<file path="src/rtl/puzzle3_line_scheduler.sv">
// puzzle3_line_scheduler
//   Sequences battery-bank lines into the Puzzle 3 line core, one line in
//   flight at a time, and keeps the running total and line count.
//
//   state      | meaning
//   -----------+-------------------------------------------------------
//   IDLE       | after reset; waits for run
//   WAIT_LINE  | line_ready high; waits for an upstream line
//   LAUNCH     | core_start pulse; watchdog cleared
//   WAIT_CORE  | waits for core_done; watchdog counting
//   ACCUM      | adds the captured BCD result to the total
//   DONE       | last line accumulated; result_valid high
//   ERR        | watchdog expiry or bad BCD digit; outputs held
//
// Ports:
//   clk, rst            clock, asynchronous active-low reset
//   run                 start / restart pulse (IDLE, DONE, ERR only)
//   line_valid/ready    upstream handshake; line_data, line_last payload
//   core_start          one-cycle launch pulse to the core
//   core_in_num         registered line, stable from LAUNCH through ACCUM
//   core_done           core completion pulse, core_result {tens, ones} BCD
//   total, line_count   running sum and number of accumulated lines
//   busy, result_valid  status
//   err_timeout, err_bcd, overflow  sticky flags, cleared by run
module puzzle3_line_scheduler #(
  parameter int IN_WIDTH       = 336,
  parameter int OUT_WIDTH      = 16,
  parameter int CNT_WIDTH      = 12,
  parameter int TIMEOUT_CYCLES = 1024
) (
  input  logic                 clk,
  input  logic                 rst,
  input  logic                 run,
  input  logic                 line_valid,
  output logic                 line_ready,
  input  logic [IN_WIDTH-1:0]  line_data,
  input  logic                 line_last,
  output logic                 core_start,
  output logic [IN_WIDTH-1:0]  core_in_num,
  input  logic                 core_done,
  input  logic [7:0]           core_result,
  output logic [OUT_WIDTH-1:0] total,
  output logic [CNT_WIDTH-1:0] line_count,
  output logic                 busy,
  output logic                 result_valid,
  output logic                 err_timeout,
  output logic                 err_bcd,
  output logic                 overflow
);

  localparam int WD_W = (TIMEOUT_CYCLES > 2) ? $clog2(TIMEOUT_CYCLES) : 1;

  typedef enum logic [2:0] {
    S_IDLE, S_WAIT_LINE, S_LAUNCH, S_WAIT_CORE, S_ACCUM, S_DONE, S_ERR
  } state_t;

  state_t state_q, state_d;

  logic [WD_W-1:0] wd_q;
  logic [7:0]      res_q;
  logic            last_q;

  logic clr_run, cap_line, clr_wd, cap_res, do_accum, set_tmo, set_bcd;

  logic [3:0]           tens, ones;
  logic [7:0]           tens8, value8;
  logic [OUT_WIDTH:0]   sum;
  logic                 bcd_bad;

  assign tens    = res_q[7:4];
  assign ones    = res_q[3:0];
  assign bcd_bad = (tens > 4'd9) || (ones > 4'd9);
  assign tens8   = {4'b0000, tens};
  assign value8  = (tens8 << 3) + (tens8 << 1) + {4'b0000, ones};
  // Extra top bit of the sum is the carry out that raises overflow.
  assign sum     = {1'b0, total} + {1'b0, OUT_WIDTH'(value8)};

  always_ff @(posedge clk or negedge rst) begin
    if (!rst) state_q <= S_IDLE;
    else      state_q <= state_d;
  end

  always_comb begin
    state_d      = state_q;
    line_ready   = 1'b0;
    core_start   = 1'b0;
    busy         = 1'b1;
    result_valid = 1'b0;
    clr_run      = 1'b0;
    cap_line     = 1'b0;
    clr_wd       = 1'b0;
    cap_res      = 1'b0;
    do_accum     = 1'b0;
    set_tmo      = 1'b0;
    set_bcd      = 1'b0;
    case (state_q)
      S_IDLE, S_DONE, S_ERR: begin
        busy         = 1'b0;
        result_valid = (state_q == S_DONE);
        if (run) begin
          clr_run = 1'b1;
          state_d = S_WAIT_LINE;
        end
      end
      S_WAIT_LINE: begin
        line_ready = 1'b1;
        if (line_valid) begin
          cap_line = 1'b1;
          state_d  = S_LAUNCH;
        end
      end
      S_LAUNCH: begin
        core_start = 1'b1;
        clr_wd     = 1'b1;
        state_d    = S_WAIT_CORE;
      end
      S_WAIT_CORE: begin
        // core_done takes priority over a simultaneous watchdog expiry.
        if (core_done) begin
          cap_res = 1'b1;
          state_d = S_ACCUM;
        end else if (wd_q == WD_W'(TIMEOUT_CYCLES - 1)) begin
          set_tmo = 1'b1;
          state_d = S_ERR;
        end
      end
      S_ACCUM: begin
        if (bcd_bad) begin
          set_bcd = 1'b1;
          state_d = S_ERR;
        end else begin
          do_accum = 1'b1;
          state_d  = last_q ? S_DONE : S_WAIT_LINE;
        end
      end
      default: state_d = S_IDLE;
    endcase
  end

  always_ff @(posedge clk or negedge rst) begin
    if (!rst) begin
      core_in_num <= '0;
      last_q      <= 1'b0;
      wd_q        <= '0;
      res_q       <= '0;
      total       <= '0;
      line_count  <= '0;
      err_timeout <= 1'b0;
      err_bcd     <= 1'b0;
      overflow    <= 1'b0;
    end else begin
      if (clr_run) begin
        core_in_num <= '0;
        total       <= '0;
        line_count  <= '0;
        err_timeout <= 1'b0;
        err_bcd     <= 1'b0;
        overflow    <= 1'b0;
      end
      if (cap_line) begin
        core_in_num <= line_data;
        last_q      <= line_last;
      end
      if (clr_wd)                        wd_q <= '0;
      else if (state_q == S_WAIT_CORE)   wd_q <= wd_q + WD_W'(1);
      if (cap_res) res_q <= core_result;
      if (do_accum) begin
        total      <= sum[OUT_WIDTH-1:0];
        line_count <= line_count + CNT_WIDTH'(1);
        if (sum[OUT_WIDTH]) overflow <= 1'b1;
      end
      if (set_tmo) err_timeout <= 1'b1;
      if (set_bcd) err_bcd     <= 1'b1;
    end
  end

endmodule

</file>
<file path="config.mk">
export PLATFORM = sky130hd
export DESIGN_NAME = puzzle3_line_scheduler
export DESIGN_NICKNAME = d
export VERILOG_FILES = /design/src/rtl/puzzle3_line_scheduler.sv
export SDC_FILE = /design/constraint.sdc
export NUM_CORES = 1
export LEC_CHECK = 0
export BUFFER_PORTS_ARGS = -buffer_cell sky130_fd_sc_hd__clkbuf_2
export CAP_MARGIN = 25
export CORE_AREA = 2 2 283 285
export DETAILED_ROUTE_END_ITERATION = 10
export DIE_AREA = 0 0 285 287
export GPL_TIMING_DRIVEN = 0
export PLACE_DENSITY_LB_ADDON = 0.3
export RECOVER_POWER = 100
export SLEW_MARGIN = 30
export SYNTH_ARGS = -nofsm -noshare
export SYNTH_HDL_FRONTEND = slang
export SYNTH_SLANG_ARGS = --single-unit
export TNS_END_PERCENT = 30
</file>
<file path="constraint.sdc">
create_clock -name clk -period 8.2 [get_ports clk]
set_input_delay 1.64 -clock clk [delete_from_list [all_inputs] [get_ports clk]]
set_output_delay 1.64 -clock clk [all_outputs]
set_load 0.02 [all_outputs]
</file>
Word level (Yosys, flattened, before mapping)
Index checks and enable logic that the tools add are counted.
Storage, ports and cells
  output and inout port bits: 371
  logic and storage cells: 74
  register bits: 389
  bits of input ports: 350
Operators by class
  multiplexer cells: 38
  equal/unequal tests: 10
  reductions and logical operators: 9
  add/sub/neg operators: 5
  $lt $le $gt $ge: 2
Operator list (number)
  336-bit two-way mux: 2
  16-bit two-way mux: 2
  12-bit two-way mux: 2
  1-bit two-way mux: 23
  10-bit two-way mux: 2
  3-bit two-way mux: 6
  16-bit by 8-bit adder with 17-bit output: 1
  3-bit one-hot mux with 5 select lines: 1
  12-bit by 1-bit adder with 12-bit output (second input constant): 1
  10-bit by 1-bit adder with 10-bit output (second input constant): 1
  10-bit == test (second input constant): 1
  2-bit nonzero test: 5
  3-bit == test (second input constant): 3
  7-bit by 5-bit adder with 8-bit output: 1
  8-bit by 4-bit adder with 8-bit output: 1
  4-bit greater-than comparator (second input constant): 2
  3-bit by 2-bit == test with 1-bit output (second input constant): 2
  2-bit inequality test (second input constant): 2
  3-bit by 1-bit == test with 1-bit output (second input constant): 1
  3-bit zero test: 1
  3-bit inequality test (second input constant): 1
  3-bit AND reduction: 1
  3-bit OR reduction: 1
  1-bit logical OR: 1

Depth between registers and ports, before layout
  depth after elaboration: 6
  mapped depth: 10
  depth with buffers taken out: 10

Worst setup path before layout
Ideal clock, no wire load.
  path type: register to register
  start: register total[3]
  end: register total[9]
  period minus slack after synthesis: 2.905 ns
  setup slack: 5.295 ns
  stages on the path, launching flop included: 10
  required time: 8.120 ns
  library setup time: 0.080 ns
  data arrival time: 2.825 ns
  buffers on the path: 0
  cells stage by stage: dfrtp_1 > inv_1 > fa_1 > inv_1 > fa_1 > ha_1 > a211oi_1 > o21ai_0 > a32oi_1 > mux2i_1
Between the ends
  longest elaborated chain between the ends: 2
RTL lines
  from (decl): line 42  | output logic [OUT_WIDTH-1:0] total,
  from (signal assigned): line 168  | total <= sum[OUT_WIDTH-1:0];
  16-bit by 8-bit adder with 17-bit output: line 76  | assign sum = {1'b0, total} + {1'b0, OUT_WIDTH'(value8)};
  16-bit two-way mux: line 167  | if (do_accum) begin
No other way between the ends.
A chain may end at the register's enable or synchronous reset.

Final worst setup path
  start: register state_q[1]
  end: output port busy
Between the ends
  longest elaborated chain between the ends: 3
  elaborated cells on any way between the ends: 5
  classes of those cells: 2 x eq/ne; 1 x mux; 2 x reduce/logical
RTL lines
  from (decl): line 57  | state_t state_q, state_d;
  from (signal assigned): line 80  | else state_q <= state_d;
  3-bit == test or 3-bit zero test (tied branches): line 96  | case (state_q)
  3-bit OR reduction *: line 96
  1-bit two-way mux *: line 96
  to (decl): line 44  | output logic busy,
Mark *: on every way between the ends. The rest lies on a longest branch, timed or not.

==> key figures <==
Status
  • Outcome: complete, but fails checks
  • Failing checks: capacitance limit, slew limit

Yosys
  • Top cell type's share of synthesized area: 0.592
  • Ys async rst share: 1.00
  • Yosys Warn Count: 0
  • Netlist cell types: 56
  • Cell Area, Synth: 16400 sq um
  • Post-synthesis average cell area: 9.22 sq um
  • Seq/Total Area, Yosys: 0.592
  • Post-synthesis cell count: between 1500 and 2000
  • Yosys reg bits: 389
  • Post-synth EDFFs: 0
  • Area leader, netlist: dfrtp_1
  • Count leader, synth: nand2_1
  • Commonest cells post-synth: nand2_1, dfrtp_1, o21ai_1
  • Syn nets: 2157
  • Main synth FF type: dfrtp_1
  • Most area-consuming cells after synthesis: dfrtp_1, nand2_1, o21ai_1

Power and ir drop
  • Internal power: 5.23 mW
  • Clk pwr share: 0.225
  • Switching power total: 4.44 mW
  • Worst VDD drop: about 0.19 mV
  • Seq pwr share: 0.342
  • Power consumption: 9.67 mW
  • Switching fraction of total power: 0.459
  • Power Dens Cells: around 430 nW/um^2
  • Pleak: 10.3 nW
  • Comb pwr share: 0.433

Layout
  • Share of cells above drive strength 1: 0.188
  • Area growth syn-to-layout: 37.0%
  • Final net count: 2931
  • Non-Filler Instances: 3643

Drt
  • Number of remaining DRC errors: 0
  • DR vias/cell: about 4.2
  • DR vias: 15400
  • Final ANT Viol Nets: 0
  • WL per Instance: 18.4 um
  • Pre-antenna DRT Iters: 5
  • DRT Wirelength: 67.0 mm
  • Starting DRT DRC Count: 707

Worst setup path
  • CP required: between 6 and 7 ns
  • Crit Path Category: reg -> out
  • Slowest cell on crit path: a21oi_1
  • Worst-path cell chain: clkbuf_1 > xor2_1 > a21oi_1 > clkbuf_1 > clkbuf_1
  • Startpoint types: flip-flop
  • Critical path's most frequent cell: clkbuf_1
  • Peak per-stage delay on the critical path: 0.57 ns
  • CP arrival: 2.70 ns
  • Crit. End Element: primary output
  • Crit path max fanout: 10

CTS
  • Clock Latency Late Sink: 0.57 ns
  • Post-CTS sizing: 0
  • Post-CTS Setup Bufs: 0
  • Hold_buf cts: 0
  • CTS tree: built
  • H-tree Lvls: 2
  • Reg clk slew, reported paths: 0.06 ns
  • Clock Sinks: 389
  • Number of buffers created by CTS: 47
  • Clock Tree Buf Depth: 3
  • CTS Root Cell: clkbuf_16

Placement
  • Final Wtd Congestion: 0.863
  • Port-buffer cells: 720
  • DPL Wire Length: ~52 mm
  • Post-placement cell count: roughly 3600

Global route
  • Total gr overflow: 0
  • Largest net degree at the start of global routing: 74
  • Overall routing resource usage: 0.157
  • Global-route wire length before repair: roughly 100 mm
  • Initial antenna violation count: 4
  • Vias in the first global route: 15700

Floorplan
  • Die X: 285 um
  • Die ar.: 81800 sq um
  • Chip height: 287 um
  • Ports: 721
  • Starting Density: 0.209
  • Core footprint: ~79000 sq um
  • Row count: just over 100

STA
  • Final Hold Vio Count: 0
  • Count of pins over their slew limit: 43
  • Final setup viols: 0
  • Fin crit share: 0.529
  • Worst Clk Skew: 0.0129 ns
  • Slew headroom: -0.873
  • Worst-margin pin slew: 2.81 ns
  • RSZ-0062 raised after global routing: false
  • Tmin final: 4.34 ns
  • Achievable Freq: 230 MHz

Min path
  • Path type of the worst min-delay path: reg -> reg

Run
  • Max Cap Viol: 1
==> cells by family (layout without fill, tap and decap cells) <==
group | count (synthesis) | after routing | synth area share
flip-flops | 389 | 389 | 0.592
adder cells (fa/ha/maj) | 24 | 24 | 0.0210
multiplexers | 21 | 21 | 0.0134
other | 0 | 1 | 0
buffers and inverters | 146 | 955 | 0.0476
XOR/XNOR | 7 | 7 | 0.00373
AND/OR/NAND/NOR | 776 | 776 | 0.187
AO/OA/AOI/OAI | 420 | 420 | 0.135
==> placed cells by master (no fill, tap or decap), types with 9 or more instances in the layout <==
cell type  count
o21ai_0      335
nand3_1       10
o21ai_1       30
nor3_1        11
clkbuf_16     47
nand2_1      714
buf_2         16
a21oi_1       15
ha_1          18
dfrtp_1      389
clkbuf_8       9
inv_1         21
clkbuf_2     347
clkbuf_1     456
buf_4         35
mux2i_1       13
==> final timing paths <==
path | to | slack (ns) | from | depth (start not counted)
max | busy | 3.86 | state_q[1] | 5
min reg2reg | line_count[11] | 0.48 | line_count[11] | 1
max in group asynchronous | core_in_num[142] | 4.03 | rst | 4
min in group asynchronous | line_count[7] | 1.97 | rst | 1
max reg2reg | core_in_num[243] | 4.24 | state_q[1] | 7
min | line_count[11] | 0.48 | line_count[11] | 1
==> power by group through the flow <==
stage	combinational, mW	clock [mW]	sequential (mW)
4_1_cts	4.62	2.24	3.31
3_5_place_dp	4.61	0	3.32
3_3_place_gp	4.57	0	3.32
2_1_floorplan	1.75	0	4.25
6_report	4.18	2.18	3.31
5_1_grt	4.66	2.32	3.41
==> worst max-delay path: cells and delay by family (launching register included) <==
kind	cells	cell delay, ns
compound gates	1	0.57
xor+xnor	1	0.15
buf+inv	3	1.09
flops	1	0.33
==> through the flow <==
stage / setup WS, ns / TNS [ns] / util / cell area (sq um) / hold slack, ns
detailed placement: 4.55 / 0 / 0.274 / 21500 / 0.475
CTS: 4.40 / 0 / 0.294 / 23100 / 0.491
finish: 3.86 / 0 / 0.286 / 22500 / 0.485
global route: 3.53 / 0 / 0.286 / 22500 / 0.526
global placement: -4.08 / -1554.14 / 0.272 / 21400 / 0.468
floorplan: 5.29 / 0 / - / 16400 / 0.466
==> flip-flops by register name, indices dropped and copies added, names as in the netlist, 3 cells and up <==
name	count
wd_q	10
core_in_num	336
state_q	3
total	16
res_q	8
line_count	12
==> layer usage <==
metal  routed length (um)  vias to the layer above  track usage
met4                 1910                        0       0.0458
met5                    0                        -            0
met2                32800                      517        0.270
li1                     -                     7405            -
met3                 4320                       97       0.0371
met1                27900                     7343        0.197
==> final cells by class <==
class / instances / area, sq um
timing repair buffer: 725 / 3270
buffer: 125 / 636
inverter: 21 / 78.8
clock buffer: 69 / 1350
fill: 8750 / 56100
antenna: 1 / 2.50
tap: 1050 / 1310
clock inverter: 15 / 233
sequential: 389 / 9730
multi-input combinational: 1248 / 5890
Power figures use the tool's default switching activity.
